==> config.mk <==
export PLATFORM = sky130hd
export DESIGN_NAME = segment_chaser_flat
export DESIGN_NICKNAME = d
export VERILOG_FILES = /design/src/rtl/segment_chaser_pkg.sv /design/src/rtl/segment_chaser_if.sv /design/src/rtl/fade_pwm_channel.sv /design/src/rtl/segment_chaser.sv /design/src/flat_wrapper.sv
export SDC_FILE = /design/constraint.sdc
export NUM_CORES = 1
export LEC_CHECK = 0
export BUFFER_PORTS_ARGS = -buffer_cell sky130_fd_sc_hd__buf_4
export CAP_MARGIN = 20
export CORE_UTILIZATION = 60
export CTS_CLUSTER_SIZE = 40
export DETAILED_ROUTE_END_ITERATION = 10
export PLACE_DENSITY = 0.78
export SYNTH_ARGS = -nofsm -noshare
export SYNTH_HDL_FRONTEND = slang
export SYNTH_SLANG_ARGS = --single-unit
==> constraint.sdc <==
create_clock -name clk -period 3.65 [get_ports clk]
set_input_delay 0.1825 -clock clk [delete_from_list [all_inputs] [get_ports clk]]
set_output_delay 0.1825 -clock clk [all_outputs]
set_load 0.005 [all_outputs]
==> src/rtl/segment_chaser_pkg.sv <==
// Shared definitions for the segment chaser: mode encodings, the default
// figure-8 sequence map and the index-width helper.
package segment_chaser_pkg;

    typedef enum logic [1:0] {
        MODE_LOOP   = 2'd0,
        MODE_BOUNCE = 2'd1,
        MODE_STEP   = 2'd2,
        MODE_HOLD   = 2'd3
    } mode_e;

    // Figure-8 walk over a 7-segment digit: 0,1,6,4,3,2,6,5 (entry 0 in the LSBs).
    localparam logic [23:0] DEFAULT_SEQ_MAP = 24'hB93988;

    // Bits needed to index n items; never below 1 so slices stay legal.
    function automatic int idx_width(input int n);
        return (n <= 2) ? 1 : $clog2(n);
    endfunction

endpackage

==> src/rtl/segment_chaser_if.sv <==
// Control and status bundle between the I/O wrapper and the chaser core.
interface segment_chaser_if #(
    parameter int NUM_SEG = 7,
    parameter int SEQ_LEN = 8
);
    logic [2:0]                 speed;
    logic [1:0]                 mode;
    logic                       direction;
    logic                       tail_en;
    logic                       invert;
    logic                       step;
    logic [NUM_SEG-1:0]         seg_out;
    logic [$clog2(SEQ_LEN)-1:0] pos_out;
    logic                       wrap;

    modport master (
        output speed, mode, direction, tail_en, invert, step,
        input  seg_out, pos_out, wrap
    );

    modport slave (
        input  speed, mode, direction, tail_en, invert, step,
        output seg_out, pos_out, wrap
    );
endinterface

==> src/rtl/fade_pwm_channel.sv <==
// One segment: brightness register with load/decay and its PWM compare.
module fade_pwm_channel #(
    parameter int FADE_WIDTH = 4
) (
    input  logic                  clk,
    input  logic                  reset,
    input  logic                  active,
    input  logic                  tail_en,
    input  logic                  fade_tick,
    input  logic [FADE_WIDTH-1:0] pwm,
    input  logic                  invert,
    output logic                  seg
);
    logic [FADE_WIDTH-1:0] bright;

    // Active segment goes full on; otherwise clear or halve on each fade tick.
    always_ff @(posedge clk) begin
        if (reset)          bright <= '0;
        else if (active)    bright <= '1;
        else if (!tail_en)  bright <= '0;
        else if (fade_tick) bright <= bright >> 1;
    end

    // Registered PWM drive; a full-scale value is lit on all but one pwm phase.
    always_ff @(posedge clk) begin
        if (reset) seg <= 1'b0;
        else       seg <= (bright > pwm) ^ invert;
    end
endmodule

==> src/rtl/segment_chaser.sv <==
// Segment chaser core: input stage, step prescaler, position sequencer and
// fade divider, feeding one fade/PWM channel per segment.
module segment_chaser
    import segment_chaser_pkg::*;
#(
    parameter int NUM_SEG        = 7,
    parameter int SEQ_LEN        = 8,
    parameter logic [SEQ_LEN*idx_width(NUM_SEG)-1:0] SEQ_MAP = DEFAULT_SEQ_MAP,
    parameter int FADE_WIDTH     = 4,
    parameter int PRESCALE_WIDTH = 11,
    parameter int FADE_DIV_WIDTH = 10
) (
    input  logic             clk,
    input  logic             reset,
    segment_chaser_if.slave  bus
);
    localparam int SW = idx_width(NUM_SEG);
    localparam int PW = $clog2(SEQ_LEN);
    localparam logic [PW-1:0] LAST = PW'(SEQ_LEN - 1);

    logic [2:0]                speed_r;
    mode_e                     mode_r, mode_q;
    logic                      direction_r, tail_en_r, invert_r;
    logic                      step_r, step_rr, step_evt;
    logic [PRESCALE_WIDTH-1:0] pcnt, limit;
    logic                      tick;
    logic [FADE_DIV_WIDTH-1:0] fdiv;
    logic                      fade_tick;
    logic [FADE_WIDTH-1:0]     pwm;
    logic [PW-1:0]             pos, pos_nxt, pos_up, pos_dn, loop_pos;
    logic                      bdir, bdir_nxt, dir_b, wrap, wrap_nxt, loop_wrap;
    logic [SW-1:0]             cur_seg;
    logic [NUM_SEG-1:0]        seg;

    // Register every control input once; step gets an extra stage for edge detect,
    // and the detected edge is registered so it acts three cycles after the pin.
    always_ff @(posedge clk) begin
        if (reset) begin
            speed_r     <= '0;
            mode_r      <= MODE_LOOP;
            mode_q      <= MODE_LOOP;
            direction_r <= 1'b0;
            tail_en_r   <= 1'b0;
            invert_r    <= 1'b0;
            step_r      <= 1'b0;
            step_rr     <= 1'b0;
            step_evt    <= 1'b0;
        end else begin
            speed_r     <= bus.speed;
            mode_r      <= mode_e'(bus.mode);
            mode_q      <= mode_r;
            direction_r <= bus.direction;
            tail_en_r   <= bus.tail_en;
            invert_r    <= bus.invert;
            step_r      <= bus.step;
            step_rr     <= step_r;
            step_evt    <= step_r & ~step_rr;
        end
    end

    assign limit     = {speed_r, {(PRESCALE_WIDTH-3){1'b1}}};
    assign tick      = (pcnt >= limit);   // >= so a lowered limit fires at once
    assign fade_tick = (fdiv == '0);

    // Free-running prescaler, fade divider and PWM ramp; they run in all modes.
    always_ff @(posedge clk) begin
        if (reset) begin
            pcnt <= '0;
            fdiv <= '0;
            pwm  <= '0;
        end else begin
            pcnt <= tick ? '0 : pcnt + 1'b1;
            fdiv <= fdiv + 1'b1;
            pwm  <= pwm + 1'b1;
        end
    end

    assign pos_up    = (pos == LAST) ? '0 : pos + 1'b1;
    assign pos_dn    = (pos == '0) ? LAST : pos - 1'b1;
    assign loop_pos  = direction_r ? pos_up : pos_dn;
    assign loop_wrap = direction_r ? (pos == LAST) : (pos == '0);
    // On the first BOUNCE cycle the bounce direction comes from the pin.
    assign dir_b     = (mode_q != MODE_BOUNCE) ? direction_r : bdir;

    // Next position / bounce direction / wrap for the currently selected mode.
    always_comb begin
        pos_nxt  = pos;
        bdir_nxt = bdir;
        wrap_nxt = 1'b0;
        unique case (mode_r)
            MODE_LOOP: if (tick) begin
                pos_nxt  = loop_pos;
                wrap_nxt = loop_wrap;
            end
            MODE_STEP: if (step_evt) begin
                pos_nxt  = loop_pos;
                wrap_nxt = loop_wrap;
            end
            MODE_BOUNCE: begin
                bdir_nxt = dir_b;
                if (tick) begin
                    if (dir_b && pos == LAST) begin
                        pos_nxt  = pos - 1'b1;
                        bdir_nxt = 1'b0;
                        wrap_nxt = 1'b1;
                    end else if (!dir_b && pos == '0) begin
                        pos_nxt  = pos + 1'b1;
                        bdir_nxt = 1'b1;
                        wrap_nxt = 1'b1;
                    end else begin
                        pos_nxt  = dir_b ? pos + 1'b1 : pos - 1'b1;
                    end
                end
            end
            default: ;
        endcase
    end

    // Sequencer state.
    always_ff @(posedge clk) begin
        if (reset) begin
            pos  <= '0;
            bdir <= 1'b1;
            wrap <= 1'b0;
        end else begin
            pos  <= pos_nxt;
            bdir <= bdir_nxt;
            wrap <= wrap_nxt;
        end
    end

    assign cur_seg = SEQ_MAP[pos*SW +: SW];

    for (genvar i = 0; i < NUM_SEG; i++) begin : g_ch
        fade_pwm_channel #(.FADE_WIDTH(FADE_WIDTH)) u_ch (
            .clk       (clk),
            .reset     (reset),
            .active    (cur_seg == SW'(i)),
            .tail_en   (tail_en_r),
            .fade_tick (fade_tick),
            .pwm       (pwm),
            .invert    (invert_r),
            .seg       (seg[i])
        );
    end

    assign bus.seg_out = seg;
    assign bus.pos_out = pos;
    assign bus.wrap    = wrap;
endmodule

==> src/flat_wrapper.sv <==
// flat-port wrapper written by rule: the top's interface ports become plain ports
module segment_chaser_flat import segment_chaser_pkg::*;
#(
    parameter int NUM_SEG        = 7,
    parameter int SEQ_LEN        = 8,
    parameter logic [SEQ_LEN*idx_width(NUM_SEG)-1:0] SEQ_MAP = DEFAULT_SEQ_MAP,
    parameter int FADE_WIDTH     = 4,
    parameter int PRESCALE_WIDTH = 11,
    parameter int FADE_DIV_WIDTH = 10
)
  (clk, reset, bus_speed, bus_mode, bus_direction, bus_tail_en, bus_invert, bus_step, bus_seg_out, bus_pos_out, bus_wrap);
  segment_chaser_if #(.NUM_SEG(NUM_SEG), .SEQ_LEN(SEQ_LEN)) bus_i ();
  input  logic clk;
  input  logic reset;
  input wire logic [$bits(bus_i.speed)-1:0] bus_speed;
  input wire logic [$bits(bus_i.mode)-1:0] bus_mode;
  input wire logic [$bits(bus_i.direction)-1:0] bus_direction;
  input wire logic [$bits(bus_i.tail_en)-1:0] bus_tail_en;
  input wire logic [$bits(bus_i.invert)-1:0] bus_invert;
  input wire logic [$bits(bus_i.step)-1:0] bus_step;
  output wire logic [$bits(bus_i.seg_out)-1:0] bus_seg_out;
  output wire logic [$bits(bus_i.pos_out)-1:0] bus_pos_out;
  output wire logic [$bits(bus_i.wrap)-1:0] bus_wrap;
  assign bus_i.speed = bus_speed;
  assign bus_i.mode = bus_mode;
  assign bus_i.direction = bus_direction;
  assign bus_i.tail_en = bus_tail_en;
  assign bus_i.invert = bus_invert;
  assign bus_i.step = bus_step;
  assign bus_seg_out = bus_i.seg_out;
  assign bus_pos_out = bus_i.pos_out;
  assign bus_wrap = bus_i.wrap;
  segment_chaser #(.NUM_SEG(NUM_SEG), .SEQ_LEN(SEQ_LEN), .SEQ_MAP(SEQ_MAP), .FADE_WIDTH(FADE_WIDTH), .PRESCALE_WIDTH(PRESCALE_WIDTH), .FADE_DIV_WIDTH(FADE_DIV_WIDTH)) u_core (.clk(clk), .reset(reset), .bus(bus_i));
endmodule
# --- Word level (Yosys, flattened, before mapping) ---
# Cells that the tools add are included.
word_totals:
  in_bits: 11
  output_inout_bits: 11
  ff_bits: 78
classes:
  reduce_logical: 10
  n_shift: 1
  muxes: 42
  n_addsub: 5
  bitwise_logic: 9
  eq_ne: 20
  mul: 1
  n_lt_le_gt_ge: 8
ops:
  columns: ["cell", "n"]
  rows:
  - ["2-to-1 mux 4 bit", 21]
  - ["greater-than comparator 4 bit", 7]
  - ["2-to-1 mux 3 bit", 9]
  - ["indexed part select 24 x 6 -> 3 bit (first input constant)", 1]
  - ["inequality test 3 bit (second input constant)", 7]
  - ["== test 3 bit (second input constant)", 4]
  - ["adder 11 x 1 -> 11 bit (second input constant)", 1]
  - [">= comparator 11 bit", 1]
  - ["adder 10 x 1 -> 10 bit (second input constant)", 1]
  - ["logical NOT 10 bit", 1]
  - ["2-to-1 mux 1 bit", 10]
  - ["case mux 3 bit (3 select lines)", 1]
  - ["inequality test 2 x 1 -> 1 bit (second input constant)", 4]
  - ["XOR 1 bit", 7]
  - ["== test 3 x 2 -> 1 bit (second input constant)", 2]
  - ["logical NOT 3 bit", 2]
  - ["multiplier 3 x 2 -> 5 bit (second input constant)", 1]
  - ["adder 4 x 1 -> 4 bit (second input constant)", 1]
  - ["AND reduction 4 bit", 1]
  - ["adder 3 x 1 -> 3 bit (second input constant)", 1]
  - ["== test 3 x 1 -> 1 bit (second input constant)", 1]
  - ["case mux 1 bit (3 select lines)", 1]
  - ["nonzero test 3 bit", 1]
  - ["subtractor 3 x 1 -> 3 bit (second input constant)", 1]
  - ["other kinds (8)", 9]

# --- Logic depth before layout (Yosys ltp) ---
logic_depth:
  depth_word: 8
  ltp_mapped: 8
  depth_no_buf: 7

# --- Hierarchy ---
# Synthesis repeated with hierarchy kept, for this count alone.
hier_totals:
  cells_unflattened: 477
  hier_area_um2: 4214.0
by_module_without_submodules:
  columns: ["module", "instances", "cells_per_inst", "seq_area_each_um2", "area_per_inst_um2"]
  rows:
  - ["fade_pwm_channel", 7, 36, 100.1, 307.8]
  - ["segment_chaser", 1, 225, 860.8, 2059.5]

# --- Least setup slack after synthesis ---
# Ideal clock, no wire load.
synth_path:
  kind: "reg2reg"
  start: "register u_core.pos[1], in the netlist u_core.bus.pos_out[1]"
  end: "register u_core.pos[2], in the netlist u_core.bus.pos_out[2]"
  path_stages_with_launch: 8
  path_buffers: 0
  required_time_ns: 3.547
  period_less_slack_ns: 1.951
  arrival_ns: 1.847
  setup_ns: 0.103
  path_slack_ns: 1.699
  cell_sequence: "dfxtp_1 ha_1 ha_1 inv_1 a31o_1 nor4b_1 nor4_2 a2111oi_2"
synth_between:
  elab_chain_cells: 6
  word_cells_on_any_way: 16
synth_lines:
  columns: ["element", "line", "rtl"]
  rows:
  - ["start, declared", "segment_chaser.sv:30", "logic [PW-1:0] pos, pos_nxt, pos_up, pos_dn, loop_pos;"]
  - ["start signal, assigned", "segment_chaser.sv:126", "pos <= pos_nxt;"]
  - ["subtractor 3 x 1 -> 3 bit, or another cell as far along", "segment_chaser.sv:79, segment_chaser.sv:103, segment_chaser.sv:111", null]
  - ["2-to-1 mux 3 bit / logical AND 1 bit (equally long branches)", "segment_chaser.sv:111, segment_chaser.sv:106", null]
  - ["2-to-1 mux 3 bit", "segment_chaser.sv:106", "end else if (!dir_b && pos == '0) begin"]
  - ["2-to-1 mux 3 bit", "segment_chaser.sv:102", "if (dir_b && pos == LAST) begin"]
  - ["2-to-1 mux 3 bit", "segment_chaser.sv:101", "if (tick) begin"]
  - ["case mux 3 bit (3 select lines) *", "segment_chaser.sv:90", "unique case (mode_r)"]
# Every way passes the cells marked *; elsewhere a longest branch is shown, timed or not. The select of a mux whose other input is x is not followed.
# A chain may end at the register's enable or synchronous reset.

# --- Worst setup path in the final report ---
layout_path:
  start: "register u_core.fdiv[0]"
  end: "register u_core.g_ch[1].u_ch.bright[0]"
layout_between:
  elab_chain_cells: 2
layout_lines:
  columns: ["element", "line", "rtl"]
  rows:
  - ["start, declared", "segment_chaser.sv:27", "logic [FADE_DIV_WIDTH-1:0] fdiv;"]
  - ["start signal, assigned", "segment_chaser.sv:73", "fdiv <= fdiv + 1'b1;"]
  - ["logical NOT 10 bit", "segment_chaser.sv:63", "assign fade_tick = (fdiv == '0);"]
  - ["inequality test 3 bit (no source line)", null, null]
  - ["end signal, assigned", "fade_pwm_channel.sv:21", "else if (fade_tick) bright <= bright >> 1;"]
  - ["end, declared", "fade_pwm_channel.sv:14", "logic [FADE_WIDTH-1:0] bright;"]
# No other way between the ends.

==> impl_metrics.ini <==
[run_status]
status = finished, violations left
violations = DRC

[critical_path]
path_delay_family = simple AND/OR/NAND/NOR gates
path_class = reg -> reg
required_ps = 3870
cp_cell_sequence = inv_1, ha_1, nor4b_2, nand3_1, mux2_1, a21oi_1, nor2_1
crit_path_max_incr_delay_ps = 760
start_kind = flip-flop
worstSetupEndpointType = flip-flop
cp.arrival_ps = 2640
crit_buf_inv = 1
cp_slowest_cell = nand3_1
path_max_fanout = 22

[job]
timing.max_cap.violations = 0

[global_route]
grt_pass1_vias = 2799
grt.total_usage_pct = 22.07
grt_pass1_wl_um = 12470
gr-total-overflow = 0
grt_start_max_net_pins = 64
antenna_found_initial = 0

[routing]
routed_wl_um = 7291
drc = 2
wl_met3_um = 242
wl_met1_um = 3473
met2_wirelength_um = 3500
firstDrtPassIters = 8
highest_layer = met4
routedWlPerCell_um = 13.94
viasPerCell = 5.589
ant_nets = 0
drtIter0Drc = 87
num_vias = 2923

[sta]
hold_violations = 0
period_needed_ps = 2421
finalSetupTns_ps = 0
finalSetupViolCount = 0
fmax_ghz = 0.4131
rsz0062_at_grt = no
relSlewSlack_pct = 30.14
slew_viol_final = 0
clock_skew_ps = 8.181
timing.final.crit_share_pct = 66.32
worst_pin_slew_ps = 1045

[cells_and_area]
drive_gt1_share_pct = 15.25
fill_cells = 511
fin_util_pct = 68.05
final_cell_mix = dfxtp_1, nor2_1, ha_1
nets = 493
stdcell_area_mm2 = 0.004395
antenna_cells = 0
area_growth_pct = 8.026
layout_commonest_cell = dfxtp_1

[die]
dieArea_mm2 = 0.007115
rows = 29
initial_utilization_pct = 63.00
coreArea_mm2 = 0.006459
die_y_um = 84.35
die_w_um = 84.35
ios = 22

[clock_tree]
cts_resized = 0
post-cts-setup-buffer-count = 0
cts_tree = yes
cts-buffers-inserted = 9
clk_pin_slew_ps = 80
clockBufferDepth = 2
cts_sinks = 78
hold_buffers = 0
h-tree-depth = 3
clkLatencyLatePin_ps = 350
cts_root_buf = clkbuf_8

[synth]
yosysTopAreaCell = dfxtp_1
synth_area_leaders = dfxtp_1, ha_1, mux2_2
synth-edff-count = 0
synth_area_per_cell_um2 = 9.375
syn_inst = 434
ys_warn_count = 0
syn_nets = 486
synthArstFlopShare_pct = 0
synth-main-ff-cell = dfxtp_1
yosysUniqueCellTypes = 52
ys_ff_latch = 78
synth_top_area_share_pct = 38.38
syn_area_mm2 = 0.004069
yosysSeqAreaShare_pct = 38.38

[power_and_ir_drop]
total_leakage_power_nw = 1.822
finalPower_mw = 1.755
pwr_density_cell_mw_per_mm2 = 399.2
vdd_ir_drop_max_uv = 276.4

[min_path]
hold_class = in -> reg

[placed_design]
hpwl_um = 5047
routabilityCongestion = 0.7918
io_buffers = 21
placed_area_mm2 = 0.004197
-- stage by stage --
step	worst slack, ps	hold WS, ps	cells
after CTS	1219	26.98	523
after global placement	1304	373.4	507
after floorplan	1699	310.7	434
after detailed placement	1228	383.6	507
final	1229	41.64	523
after global routing	983.2	27.76	523
-- cell type report --
cell class                 instances  area [µm²]  area share [%]
inverter                          23       86.33           1.964
timing repair buffer              21       157.7           3.587
sequential                        78        1562           35.53
multi-input combinational        308        2295           52.21
clock buffer                       9       123.9           2.818
tap                               77       96.34           2.192
clock inverter                     7       75.07           1.708
-- sequential cells by signal, summed over array words and instances (netlist names), 2 cells and up --
signal,flops
u_core.bus.pos_out,3
u_core.fdiv,10
u_core.g_ch.u_ch.bright,28
u_core.g_ch.u_ch.seg,7
u_core.mode_q,2
u_core.mode_r,2
u_core.pcnt,11
u_core.pwm,4
u_core.speed_r,3
-- worst paths after layout --
kind	start	to	slack (ps)	cells after the start
hold / removal	bus_tail_en	u_core.tail_en_r$_SDFF_PP0_	40	2
setup reg to reg	u_core.fdiv[0]$_SDFF_PP0_	u_core.g_ch[1].u_ch.bright[0]$_SDFFE_PP0P_	1230	7
setup / recovery	u_core.fdiv[0]$_SDFF_PP0_	u_core.g_ch[1].u_ch.bright[0]$_SDFFE_PP0P_	1230	7
hold reg to reg	u_core.step_rr$_SDFF_PP0_	u_core.step_evt$_SDFF_PP0_	390	1
-- cells by family after synthesis --
kind of cell | share of synthesized area, %
buffers and inverters | 5.227
multiplexers | 8.026
AO/OA/AOI/OAI | 13.38
adder cells (fa/ha/maj) | 12.61
XOR/XNOR | 3.875
AND/OR/NAND/NOR | 18.51
flip-flops | 38.38
-- cells in the mapped netlist (2+ instances only) --
master     n
dfxtp_1   78
nor2_1    45
ha_1      41
a21oi_1   35
nor2b_1   25
inv_1     23
mux2_2    18
nand2_1   17
o21a_1    14
o21ai_0   14
nand3_1   13
xor2_1    10
clkbuf_1   9
mux2i_1    9
nand4_1    9
xnor2_1    8
buf_4      7
buf_2      5
or3_1      5
buf_1      4
nand2b_1   4
nor3_1     4
and3_1     3
mux2_1     3
a211oi_1   2
a21o_1     2
and4_1     2
-- layer usage --
| layer | up-vias | track usage, % |
|---|---|---|
| li1 | 1513 | - |
| met1 | 1357 | 26.19 |
| met2 | 44 | 39.49 |
| met3 | 9 | 5.900 |
| met4 | 0 | 6.009 |
| met5 | - | 0 |
-- report_power, final --
part	switching, mW	total (mW)	leakage, nW	internal, mW
clock	0.314	0.632	0.103	0.318
sequential	0.0282	0.909	0.637	0.881
combinational	0.106	0.214	1.08	0.108
total	0.448	1.75	1.82	1.31
No activity file was read; power rests on OpenSTA's default activity.
